### config.mk
export PLATFORM = sky130hd
export DESIGN_NAME = oam_dma_controller
export DESIGN_NICKNAME = d
export VERILOG_FILES = /design/src/rtl/constants_pkg.sv /design/src/rtl/oam_dma_controller_dma_bus_mux.sv /design/src/rtl/oam_dma_controller.sv
export SDC_FILE = /design/constraint.sdc
export NUM_CORES = 1
export LEC_CHECK = 0
export BUFFER_PORTS_ARGS = -buffer_cell sky130_fd_sc_hd__clkbuf_2
export CAP_MARGIN = 20
export CORE_ASPECT_RATIO = 1.1
export CORE_MARGIN = 3
export CORE_UTILIZATION = 50
export CTS_CLUSTER_DIAMETER = 40
export DETAILED_ROUTE_END_ITERATION = 8
export PLACE_DENSITY_LB_ADDON = 0.15
export SYNTH_ARGS = -nofsm -noshare
export SYNTH_HDL_FRONTEND = slang
export SYNTH_HIERARCHICAL = 1
export SYNTH_SLANG_ARGS = --single-unit
### constraint.sdc
create_clock -name clk -period 6.84 [get_ports clk]
set_clock_uncertainty 0.1 [all_clocks]
set_input_delay 1.368 -clock clk [delete_from_list [all_inputs] [get_ports clk]]
set_output_delay 1.368 -clock clk [all_outputs]
set_load 0.02 [all_outputs]
### src/rtl/constants_pkg.sv
// Shared bus constants and the OAM DMA sequencer state type.
package constants_pkg;

  localparam logic [15:0] DMA_REG_ADDR = 16'hFF46;
  localparam logic [15:0] OAM_BASE     = 16'hFE00;
  localparam logic [15:0] HRAM_IO_BASE = 16'hFF00;

  typedef enum logic [1:0] {
    IDLE,
    START,
    XFER
  } oam_dma_state_t;

endpackage

### src/rtl/oam_dma_controller_dma_bus_mux.sv
// Memory bus owner select and CPU blocking decode for the OAM DMA sequencer.
module dma_bus_mux
  import constants_pkg::*;
(
  input  oam_dma_state_t state,
  input  logic           restart,
  input  logic [7:0]     phase,
  input  logic [15:0]    src_address,
  input  logic [15:0]    dst_address,
  input  logic [7:0]     dma_byte,
  input  logic [15:0]    cpu_address,
  input  logic           cpu_RE,
  input  logic           cpu_WE,
  output logic [15:0]    mem_address,
  output logic           mem_RE,
  output logic           mem_WE,
  output logic [7:0]     mem_wdata,
  output logic           cpu_blocked
);

  logic cpu_access;
  logic hram_io;
  logic dma_active;

  assign cpu_access = cpu_RE | cpu_WE;
  assign hram_io    = (cpu_address >= HRAM_IO_BASE);
  // A restart cycle hands the bus back to the CPU so no partial slot access escapes.
  assign dma_active = (state == XFER) && !restart;
  assign mem_wdata  = dma_byte;

  always_comb begin
    mem_address = cpu_address;
    mem_RE      = cpu_RE;
    mem_WE      = cpu_WE;
    cpu_blocked = 1'b0;
    if (dma_active) begin
      if (phase < 8'd3) begin
        mem_RE      = 1'b0;
        mem_WE      = 1'b0;
        cpu_blocked = cpu_access;
        unique case (phase)
          8'd0: begin
            mem_address = src_address;
            mem_RE      = 1'b1;
          end
          8'd2: begin
            mem_address = dst_address;
            mem_WE      = 1'b1;
          end
          default: ;
        endcase
      end else if (!hram_io) begin
        mem_RE      = 1'b0;
        mem_WE      = 1'b0;
        cpu_blocked = cpu_access;
      end
    end
  end

endmodule

### src/rtl/oam_dma_controller.sv
// OAM DMA sequencer: copies OAM_BYTES bytes from page {src,00} to FE00 and arbitrates the bus.
// Optional macro OAM_DMA_CONFLICT_COUNT_EN adds a saturating count of blocked CPU cycles.
module oam_dma_controller
  import constants_pkg::*;
#(
  parameter int unsigned BYTE_CYCLES = 4,
  parameter int unsigned START_DELAY = 4,
  parameter int unsigned OAM_BYTES   = 160
) (
  input  logic        clk,
  input  logic        rst,
  input  logic        dma_wr,
  input  logic [7:0]  dma_data,
  input  logic [15:0] cpu_address,
  input  logic        cpu_RE,
  input  logic        cpu_WE,
  output logic [15:0] mem_address,
  output logic        mem_RE,
  output logic        mem_WE,
  input  logic [7:0]  mem_rdata,
  output logic [7:0]  mem_wdata,
  output logic        cpu_blocked,
  output logic        busy,
  output logic        done
`ifdef OAM_DMA_CONFLICT_COUNT_EN
  ,
  output logic [15:0] conflict_count
`endif
);

  oam_dma_state_t state_q, state_d;
  logic [7:0] page_q, page_d;
  logic [7:0] index_q, index_d;
  logic [7:0] phase_q, phase_d;
  logic [7:0] data_q, data_d;
  logic       done_q, done_d;

  logic       slot_end;
  logic       last_slot;
  logic [7:0] src_page;

  assign slot_end  = (phase_q == 8'(BYTE_CYCLES - 1));
  assign last_slot = (index_q == 8'(OAM_BYTES - 1));
  // Pages E0-FF alias the echo region onto C0-DF.
  assign src_page  = (page_q >= 8'hE0) ? (page_q - 8'h20) : page_q;

  always_ff @(posedge clk) begin
    if (rst) begin
      state_q <= IDLE;
      page_q  <= 8'h00;
      index_q <= 8'h00;
      phase_q <= 8'h00;
      data_q  <= 8'h00;
      done_q  <= 1'b0;
    end else begin
      state_q <= state_d;
      page_q  <= page_d;
      index_q <= index_d;
      phase_q <= phase_d;
      data_q  <= data_d;
      done_q  <= done_d;
    end
  end

  always_comb begin
    state_d = state_q;
    page_d  = page_q;
    index_d = index_q;
    phase_d = phase_q;
    data_d  = data_q;
    done_d  = 1'b0;
    if (dma_wr) begin
      state_d = START;
      page_d  = dma_data;
      index_d = 8'h00;
      phase_d = 8'h00;
    end else begin
      unique case (state_q)
        IDLE: ;
        START: begin
          if (phase_q == 8'(START_DELAY - 1)) begin
            state_d = XFER;
            phase_d = 8'h00;
          end else begin
            phase_d = phase_q + 8'd1;
          end
        end
        XFER: begin
          if (phase_q == 8'd1) data_d = mem_rdata;
          if (slot_end) begin
            phase_d = 8'h00;
            if (last_slot) begin
              state_d = IDLE;
              done_d  = 1'b1;
            end else begin
              index_d = index_q + 8'd1;
            end
          end else begin
            phase_d = phase_q + 8'd1;
          end
        end
        default: state_d = IDLE;
      endcase
    end
  end

  assign busy = (state_q != IDLE);
  assign done = done_q;

  dma_bus_mux u_bus_mux (
    .state       (state_q),
    .restart     (dma_wr),
    .phase       (phase_q),
    .src_address ({src_page, index_q}),
    .dst_address ({OAM_BASE[15:8], index_q}),
    .dma_byte    (data_q),
    .cpu_address (cpu_address),
    .cpu_RE      (cpu_RE),
    .cpu_WE      (cpu_WE),
    .mem_address (mem_address),
    .mem_RE      (mem_RE),
    .mem_WE      (mem_WE),
    .mem_wdata   (mem_wdata),
    .cpu_blocked (cpu_blocked)
  );

`ifdef OAM_DMA_CONFLICT_COUNT_EN
  logic [15:0] conflict_q;

  always_ff @(posedge clk) begin
    if (rst || dma_wr) begin
      conflict_q <= 16'h0000;
    end else if (cpu_blocked && (conflict_q != 16'hFFFF)) begin
      conflict_q <= conflict_q + 16'd1;
    end
  end

  assign conflict_count = conflict_q;
`endif

endmodule
==> qor.txt, run 1 <==
Yosys warning total: 6
Status: completed
Count of clock tree sinks: 35
Number of instances resized during post-cts repair: 0
Placer Congestion: 0.7526
Worst vdd ir: 0.1043 mV
CP required: 5370 ps
H-tree depth: 2
Total die area: 0.005338 sq mm
Clk_lat worst skew: 290 ps
Drt pass-1 iters: 4
CTS tree: done
Clock-pin slew on the worst setup and hold paths: 70 ps
First-pass GRT wire length: 7900 microns
Die W: 69.94 microns
Worst setup SP type: input pin
Area of the multi-input gates: 0.001389 sq mm
WS Path Type: input pin to primary output
Total Routed Length: 4647 microns
Post-CTS Setup Inserts: 0
Worst setup path start: dma_wr
Post-Synthesis Cells: 236
Slew headroom: 0.3625
CP Capture Type: primary output
FFs w/ async S/R, synth: 0
Antenna Cells: 0
Crit-path max FO: 16
Worst-Margin Slew: 952.2 ps
Final Hold Viols: 0
Post-route minimum period: 5082 ps
Post-synth EDFFs: 0
1st-iter DRT viols: 98
Die height: 76.33 microns
Core box area: 0.004144 sq mm
Synth cell types: 45
RSZ-0062 raised after global routing: no
Lkg Pwr: 1.199 nW
Synthesized area: 0.002248 sq mm
Slew Limit Fails: 0
Hold buffers post-CTS: 0
Worst slack, placed: 1735 ps
Total gr overflow: 0
Pwr/cell area: 176.7 mW/mm^2
Final Util: 0.6368
Area Overhead vs Synth: 17.36%
Setup total negative slack: 0 ps
CP Data Arrival Time: 3610 ps
Initial antenna violation count: 0
DP HPWL: 3509 microns
Design Area, Final: 0.002639 sq mm
Max_cap viols: 0
Starting Density: 0.5426
Post-synth top flop: dfxtp_1
Fill count: 368
Hold Path Origin: page_q[1]
Layout net count: 341
Via-to-Cell Ratio: 5.274
Flop and latch count out of synthesis: 35
# IOs: 66
FP Rows: 24
PnR worst setup slack: 1758 ps
Tot GR Track Use: 0.1781
Sequential Area: 700.7 sq um
Tcrit/Tclk final: 0.7429
Residual DRC: 0
CTS Buffer Depth: 2
FMAX: 196.8 MHz
Pin count of the biggest net entering global routing: 26
ANT nets after route: 0
Syn avg cell area: 9.527 sq um
Placed Area: 0.002521 sq mm
Share of post-route cells with drive strength above 1: 0.3926
Final setup fails: 0
R2R Path Start: index_q[5]
Vias: 1846
HP Class: flop to flop
Cts bufs inserted: 5
WHS: 393.6 ps
IO buf count: 65
Share of the yosys chip area belonging to registers: 0.3116
Number of global-route vias before repair: 1712
Routed len/inst: 13.28 microns
Clk root buf: clkbuf_8
registers in the layout (all words and copies together) (netlist names):
name and flops:
state_q 2, data_q 8, page_q 8, index_q 8, phase_q 8, done 1
placed cells by master (no fill, tap or decap), types with 2 or more instances in the layout:
master / netlist / routed
o21a_1: 2 / 2
and4_1: 3 / 3
xnor2_1: 3 / 3
or4_1: 5 / 5
inv_1: 9 / 9
a31oi_1: 3 / 3
nand3_1: 5 / 5
mux2i_1: 16 / 16
mux2_2: 32 / 32
nor2b_1: 2 / 2
ha_1: 7 / 7
clkbuf_8: 2 / 6
xor2_1: 4 / 4
o211ai_1: 2 / 2
nor3b_1: 2 / 2
o31ai_1: 6 / 6
dfxtp_1: 35 / 35
conb_1: 2 / 8
nand4_1: 9 / 9
or2_2: 2 / 2
a21oi_1: 8 / 8
clkbuf_2: 0 / 65
o21ai_0: 2 / 2
nor2_1: 32 / 32
nor4_1: 2 / 2
nand2_1: 7 / 7
o2111ai_1: 2 / 2
metrics by stage:
stage / power, mW / std cells
floorplan: 0.2565 / 242
global placement: 0.2768 / 342
detailed placement: 0.2777 / 342
CTS: 0.4726 / 350
global route: 0.4875 / 350
finish: 0.4664 / 350
logic make-up after synthesis:
| group | Yosys count | synth area share |
|---|---|---|
| AOI/OAI and AO/OA | 32 | 0.09738 |
| xor gates and xnor gates | 7 | 0.02727 |
| adders and majority gates | 7 | 0.03895 |
| buffers and inverters | 27 | 0.08069 |
| DFF | 35 | 0.3116 |
| muxes | 48 | 0.2315 |
| other | 2 | 0.003340 |
| and+or+nand+nor | 78 | 0.2092 |
final timing paths:
path                                   endpoint  slack, ps  cells past startpoint
worst max-delay path            mem_address[13]       1760                      5
worst min-delay path                  page_q[1]        390                      2
worst max register to register       index_q[1]       4640                      4
worst min register to register        page_q[1]        390                      2
worst max-delay path, cell delays in order:
cell and delay (ps):
clkbuf_2 260, or3b_2 590, nor4b_4 810, mux2_2 420
clkbuf_2 160
layout make-up:
| class | count | area share |
|---|---|---|
| inverter | 9 | 0.01280 |
| clock inverter | 2 | 0.01328 |
| tap | 52 | 0.02466 |
| sequential | 35 | 0.2655 |
| multi-input combinational | 180 | 0.5263 |
| clock buffer | 6 | 0.03129 |
| timing repair buffer | 66 | 0.1261 |
metal layers:
| metal | track usage | vias to the layer above | wire, microns |
|---|---|---|---|
| li1 | - | 966 | - |
| met1 | 0.2338 | 824 | 2113 |
| met2 | 0.2949 | 49 | 2230 |
| met3 | 0.04222 | 7 | 258 |
| met4 | 0.04023 | 0 | 45 |
| met5 | 0 | - | 0 |
synthesized netlist by cell type, types with 2 or more instances:
library cell / number / area [sq um]
xnor2_1: 3 / 26.28
or4_1: 5 / 37.54
o2111ai_1: 2 / 17.52
nand2_1: 7 / 26.28
and4_1: 3 / 26.28
o31ai_1: 6 / 45.04
nand3_1: 5 / 25.02
buf_4: 8 / 60.06
conb_1: 2 / 7.510
nand4_1: 9 / 56.30
o21a_1: 2 / 15.01
or2_2: 2 / 12.51
clkbuf_8: 2 / 27.53
clkbuf_1: 4 / 15.01
a31oi_1: 3 / 18.77
mux2i_1: 16 / 160.2
nor2_1: 32 / 120.1
xor2_1: 4 / 35.03
buf_6: 4 / 45.04
dfxtp_1: 35 / 700.7
o211ai_1: 2 / 15.01
ha_1: 7 / 87.58
a21oi_1: 8 / 40.04
nor4_1: 2 / 12.51
inv_1: 9 / 33.78
nor2b_1: 2 / 12.51
nor3b_1: 2 / 15.01
o21ai_0: 2 / 10.01
mux2_2: 32 / 360.4
power by group:
part | switching, mW | internal [mW] | total [mW] | leakage, nW
sequential | 0.00383 | 0.208 | 0.212 | 0.284
combinational | 0.0325 | 0.0284 | 0.0609 | 0.854
clock | 0.0760 | 0.118 | 0.194 | 0.0612
total | 0.112 | 0.354 | 0.466 | 1.20
Power figures use the tool's default switching activity.
==> inputs of run 2 (changes only) <==
==> constraint.sdc (replaced) <==
create_clock -name clk -period 5 [get_ports clk]
set_clock_uncertainty 0.1 [all_clocks]
set_input_delay 1 -clock clk [delete_from_list [all_inputs] [get_ports clk]]
set_output_delay 1 -clock clk [all_outputs]
set_load 0.02 [all_outputs]
==> run 2 against run 1 <==
  * Die area did not move
  * Worst hold slack better by 1.6 ps
  * Setup slack worse by 720 ps
  * Final area down 1.1%
  * Combinational power rose by 33%
  * Critical endpoint is now mem_address[6]
  * Highest routed layer unchanged
==> qor.txt, run 2 (synthesis results as in run 1) <==
Reg-to-reg slack, setup: 2470 ps (-2170 ps)
Placed Area: 0.002521 sq mm (unchanged)
IO buf count: 65 (unchanged)
Most frequent cells in the layout: 65 x clkbuf_2, 35 x dfxtp_1, 32 x nor2_1, 32 x mux2_2, 16 x mux2i_1
Design Area, Final: 0.002610 sq mm (-1.1%)
Total gr overflow: 0 (unchanged)
Clk network pwr share: 0.354 (-0.062)
Total die area: 0.005338 sq mm (unchanged)
Pint: 419.7 uW (+19%)
Max_cap viols: 0 (unchanged)
Clock-pin slew on the worst setup and hold paths: 70 ps (about the same)
WS Path Type: input pin to primary output
Antenna Cells: 0 (unchanged)
Slew Limit Fails: 0 (unchanged)
CP Capture Type: primary output
# IOs: 66 (unchanged)
Met2 WL: 2326 microns (+4.3%)
CTS Buffer Depth: 2 (unchanged)
Final Hold Viols: 0 (unchanged)
Pin count of the biggest net entering global routing: 26 (unchanged)
RSZ-0062 raised after global routing: no
Setup total negative slack: 0 ps (unchanged)
PnR worst setup slack: 1041 ps (-717.3 ps)
R2R depth: 4 (unchanged)
Clk_lat worst skew: 280 ps (about the same)
Flop pwr share: 0.506 (+0.052)
CP required: 3900 ps (-1470 ps)
Dpl cells: 342 (unchanged)
Post-route minimum period: 3959 ps
Routed len/inst: 13.69 microns (+3.1%)
Worst slack, placed: 1043 ps (-692.2 ps)
Top Layer Used: met4
Total Routed Length: 4791 microns (+3.1%)
Sw frac: 0.2737 (+0.03289)
Slew headroom: 0.3207 (-0.04178)
Initial antenna violation count: 0 (unchanged)
Final setup fails: 0 (unchanged)
Commonest non-fill, non-tap cell in the layout: clkbuf_2
WL met3: 230 microns (-11%)
Comb pwr share: 0.140 (+0.009)
Fill count: 373 (+1.4%)
FMAX: 252.6 MHz
Placer Congestion: 0.7793 (+3.5%)
Sw power: 158.2 uW (+41%)
Vias: 1862 (+0.87%)
M1 WL: 2206 microns (+4.4%)
Clk root buf: clkbuf_8
Drt pass-1 iters: 5 (+1)
Tcrit/Tclk final: 0.7918
Share of post-route cells with drive strength above 1: 0.3926 (unchanged)
Area Overhead vs Synth: 16.08%
Number of instances resized during post-cts repair: 0 (unchanged)
Worst-Margin Slew: 1018 ps (+65.31 ps)
Die W: 69.94 microns (unchanged)
Tot GR Track Use: 0.1828 (+0.004702)
Status: completed
First-pass GRT wire length: 8114 microns (+2.7%)
Pwr/cell area: 221.4 mW/mm^2 (+25%)
Lkg Pwr: 1.178 nW (-1.7%)
H-tree depth: 2 (unchanged)
Crit-path max FO: 16 (unchanged)
Hold depth: 2 (unchanged)
Worst vdd ir: 0.1993 mV (+91%)
Final Non-Filler Cells: 350 (unchanged)
Layout net count: 341 (unchanged)
Die height: 76.33 microns (unchanged)
Worst setup SP type: input pin
DP HPWL: 3606 microns (+2.8%)
Starting Density: 0.5426 (unchanged)
Final Util: 0.6298 (-0.006944)
Count of clock tree sinks: 35 (unchanged)
Number of global-route vias before repair: 1805 (+5.4%)
Core box area: 0.004144 sq mm (unchanged)
CP Data Arrival Time: 2860 ps (-750 ps)
Hold buffers post-CTS: 0 (unchanged)
Post-CTS Setup Inserts: 0 (unchanged)
Residual DRC: 0 (unchanged)
Cts bufs inserted: 5 (unchanged)
CTS tree: done
ANT nets after route: 0 (unchanged)
HP Class: flop to flop
FP Rows: 24 (unchanged)
Via-to-Cell Ratio: 5.320 (+0.87%)
1st-iter DRT viols: 129 (+32%)
run 2: changes by cell type in the layout (fill, tap and decap cells not counted):
cell and delta:
clkinvlp_4 +2, bufinv_16 -1, clkbuf_8 -1
run 2: path summary, 6_finish.rpt:
check	startpoint	endpoint
worst min register to register	page_q[3]	page_q[3]
worst max register to register	phase_q[1]	index_q[3]
worst min-delay path	page_q[3]	page_q[3]
worst max-delay path	dma_wr	mem_address[6]
run 2: layout make-up:
cell class                      count  area [sq um]  area share
Inverter                            9         33.78     0.01294
Multi-Input combinational cell    180          1389      0.5321
Clock buffer                        5         68.82     0.02637
Clock inverter                      3         20.02    0.007670
Tap cell                           52         65.06     0.02493
Sequential cell                    35         700.7      0.2685
Timing Repair Buffer               66         332.8      0.1275
run 2: stage by stage:
| stage | hold slack (ps) | total power, mW |
|---|---|---|
| 2_1_floorplan | 356.1 | 0.3509 |
| 3_3_place_gp | 371.3 | 0.3786 |
| 3_5_place_dp | 381.3 | 0.3799 |
| 4_1_cts | 398.7 | 0.5831 |
| 5_1_grt | 427.9 | 0.6055 |
| 6_report | 395.2 | 0.5779 |
run 2: power groups by stage:
stage / Combinational (mW) / Sequential (mW) / Clock [mW]
2_1_floorplan: 0.0561 / 0.295 / 0
3_3_place_gp: 0.0801 / 0.299 / 0
3_5_place_dp: 0.0811 / 0.299 / 0
4_1_cts: 0.0815 / 0.292 / 0.209
5_1_grt: 0.0900 / 0.293 / 0.222
6_report: 0.0809 / 0.292 / 0.205
run 2: metal layers:
layer	vias to the layer above	GRT usage
li1	972	-
met1	847	0.2266
met2	41	0.3138
met3	2	0.04222
met4	0	0.05172
met5	-	0
run 2: critical path, cell delays in order:
cell,delay [ps]
clkbuf_2,250
or3b_2,590
nor4b_4,230
buf_4,270
mux2_2,350
clkbuf_2,160
==> inputs of run 3 (changes only) <==
--- a/config.mk
+++ b/config.mk
@@ -9,7 +9,7 @@
 export CAP_MARGIN = 20
 export CORE_ASPECT_RATIO = 1.1
 export CORE_MARGIN = 3
-export CORE_UTILIZATION = 50
+export CORE_UTILIZATION = 47
 export CTS_CLUSTER_DIAMETER = 40
 export DETAILED_ROUTE_END_ITERATION = 8
 export PLACE_DENSITY_LB_ADDON = 0.15
==> constraint.sdc (replaced) <==
create_clock -name clk -period 3.2 [get_ports clk]
set_clock_uncertainty 0.1 [all_clocks]
set_input_delay 0.64 -clock clk [delete_from_list [all_inputs] [get_ports clk]]
set_output_delay 0.64 -clock clk [all_outputs]
set_load 0.02 [all_outputs]
==> run 3 against run 2 <==
  * Clock-buffer cell count is the same
  * Sequential power grew 55%
  * Wire length shrank 0.67%
  * Clock power grew 140%
  * Die area grew 5.9%
  * Non-clock buffer count grew 2
  * Sequential cell count is the same
  * Setup slack lost 910 ps
==> qor.txt, run 3 (synthesis results as in run 1) <==
Status: completed
Worst setup path start: phase_q[2]
Final Hold Viols: 0 (unchanged)
Total die area: 0.005651 sq mm (+5.9%)
Pin count of the biggest net entering global routing: 26 (unchanged)
Critical path's largest stage delay: 610 ps (+20 ps)
Drt pass-1 iters: 4 (-1)
Tot GR Track Use: 0.1808 (-0.001974)
Clk network pwr share: 0.452 (+0.098)
Slowest stage cell, crit path: or4_4
Most frequent cells in the layout: 65 x clkbuf_2, 35 x dfxtp_1, 32 x nor2_1, 32 x mux2_2, 16 x mux2i_1
H-tree depth: 2 (unchanged)
1st-iter DRT viols: 96 (-26%)
CTS Buffer Depth: 2 (unchanged)
Number of instances resized during post-cts repair: 0 (unchanged)
Fill count: 408 (+9.4%)
Die height: 78.54 microns (+2.9%)
Antenna Cells: 0 (unchanged)
FMAX: 325.6 MHz
IO buf count: 65 (unchanged)
R2R Path Start: index_q[4]
Total gr overflow: 0 (unchanged)
CP Data Arrival Time: 2330 ps (-530 ps)
WS Path Type: flop to primary output
Placed Area: 0.002551 sq mm (+1.2%)
Area of the multi-input gates: 0.001389 sq mm (unchanged)
Area Overhead vs Synth: 19.53%
# IOs: 66 (unchanged)
DP HPWL: 3540 microns (-1.8%)
Slew headroom: 0.5041 (+0.1833)
First-pass GRT wire length: 8135 microns (+0.26%)
Core box area: 0.004442 sq mm (+7.2%)
Hold Path Origin: page_q[0]
Flop pwr share: 0.424 (-0.082)
Number of global-route vias before repair: 1785 (-1.1%)
Sequential Area: 700.7 sq um (unchanged)
Worst-Margin Slew: 741.1 ps (-276.4 ps)
CP Capture Type: primary output
Starting Density: 0.5062 (-0.03638)
Vias: 1890 (+1.5%)
Residual DRC: 0 (unchanged)
Post-CTS Setup Inserts: 0 (unchanged)
Placer Congestion: 0.8013 (+2.8%)
CP Buf/Inv Count: 2 (-1)
Crit-path max FO: 16 (unchanged)
Via-to-Cell Ratio: 5.339 (+0.36%)
Cts bufs inserted: 5 (unchanged)
Tcrit/Tclk final: 0.9598
Lkg Pwr: 1.215 nW (+3.1%)
Comb pwr share: 0.124 (-0.016)
Worst vdd ir: 0.2381 mV (+20%)
Clk_lat worst skew: 290 ps (about the same)
Crit path max-delay family: simple AND/OR/NAND/NOR gates
CP required: 2460 ps (-1440 ps)
Clock-pin slew on the worst setup and hold paths: 80 ps (about the same)
CTS tree: done
ANT nets after route: 0 (unchanged)
Sw frac: 0.2347 (-0.03907)
FP Rows: 25 (+4.2%)
Total power: 1.067 mW (+85%)
Count of clock tree sinks: 35 (unchanged)
Slew Limit Fails: 0 (unchanged)
RSZ-0062 raised after global routing: no
Setup total negative slack: 0 ps (unchanged)
Clk root buf: clkbuf_8
Total Routed Length: 4759 microns (-0.67%)
Pint: 816.5 uW (+95%)
Final setup fails: 0 (unchanged)
Commonest non-fill, non-tap cell in the layout: clkbuf_2
Routed len/inst: 13.44 microns (-1.8%)
Crit-path cells: or4_4, nor4b_4, buf_12, mux2_2, clkbuf_2
Max_cap viols: 0 (unchanged)
Sw power: 250.4 uW (+58%)
HP Class: flop to flop
Hold buffers post-CTS: 0 (unchanged)
Post-route minimum period: 3071 ps
Pwr/cell area: 396.9 mW/mm^2 (+79%)
Worst setup SP type: flop
Layout net count: 343 (+0.59%)
Die W: 71.95 microns (+2.9%)
Design Area, Final: 0.002688 sq mm (+3.0%)
Final Util: 0.6051 (-0.02476)
Share of post-route cells with drive strength above 1: 0.3967 (+0.004049)
Initial antenna violation count: 0 (unchanged)
## run 3: cell count changes in the layout (fill, tap and decap cells not counted)
cell | previous run | this run
bufinv_16 | 0 | 2
buf_12 | 0 | 1
buf_4 | 1 | 2
clkinv_2 | 1 | 0
clkinvlp_4 | 2 | 1
## run 3: routing by layer
metal	vias to the layer above	share of wire	track usage	wire [microns]
met5	-	0	0	0
met4	0	0.013	0.07143	63
met3	7	0.054	0.05378	258
met2	46	0.46	0.3006	2197
met1	859	0.47	0.2160	2239
li1	978	-	-	-
## run 3: area by class of cell
class                      count  area share
clock inverter                 3     0.02514
multi-input combinational    180      0.5168
inverter                       9     0.01257
clock buffer                   5     0.02561
sequential                    35      0.2607
timing repair buffer          68      0.1341
tap                           54     0.02514
## run 3: worst paths after layout
path	endpoint	slack [ps]	depth (start not counted)
setup / recovery	mem_address[2]	130	5
setup reg to reg	index_q[1]	1000	4
hold reg to reg	page_q[0]	400	2
hold / removal	page_q[0]	400	2
## run 3: worst reg2reg max path, stage by stage, from the launching register on
cell	delay (ps)
dfxtp_1	460
or4bb_2	600
nor2_1	610
nor3b_1	130
o21a_1	190
## run 3: through the flow
step / cells / hold WS (ps) / worst slack [ps]
3_5_place_dp: 346 / 383.6 / 208.6
2_1_floorplan: 242 / 356.1 / 314.5
5_1_grt: 354 / 429.8 / 57.57
6_report: 354 / 399.5 / 128.6
4_1_cts: 354 / 400.9 / 118.4
3_3_place_gp: 346 / 368.5 / 221.1
## run 3: power groups by stage
stage                     logic [mW]  registers (mW)  clock network [mW]
after floorplan               0.0877           0.461                   0
after global placement         0.133           0.462                   0
after detailed placement       0.134           0.462                   0
final                          0.133           0.452               0.482
after global routing           0.148           0.453               0.512
after CTS                      0.134           0.452               0.492
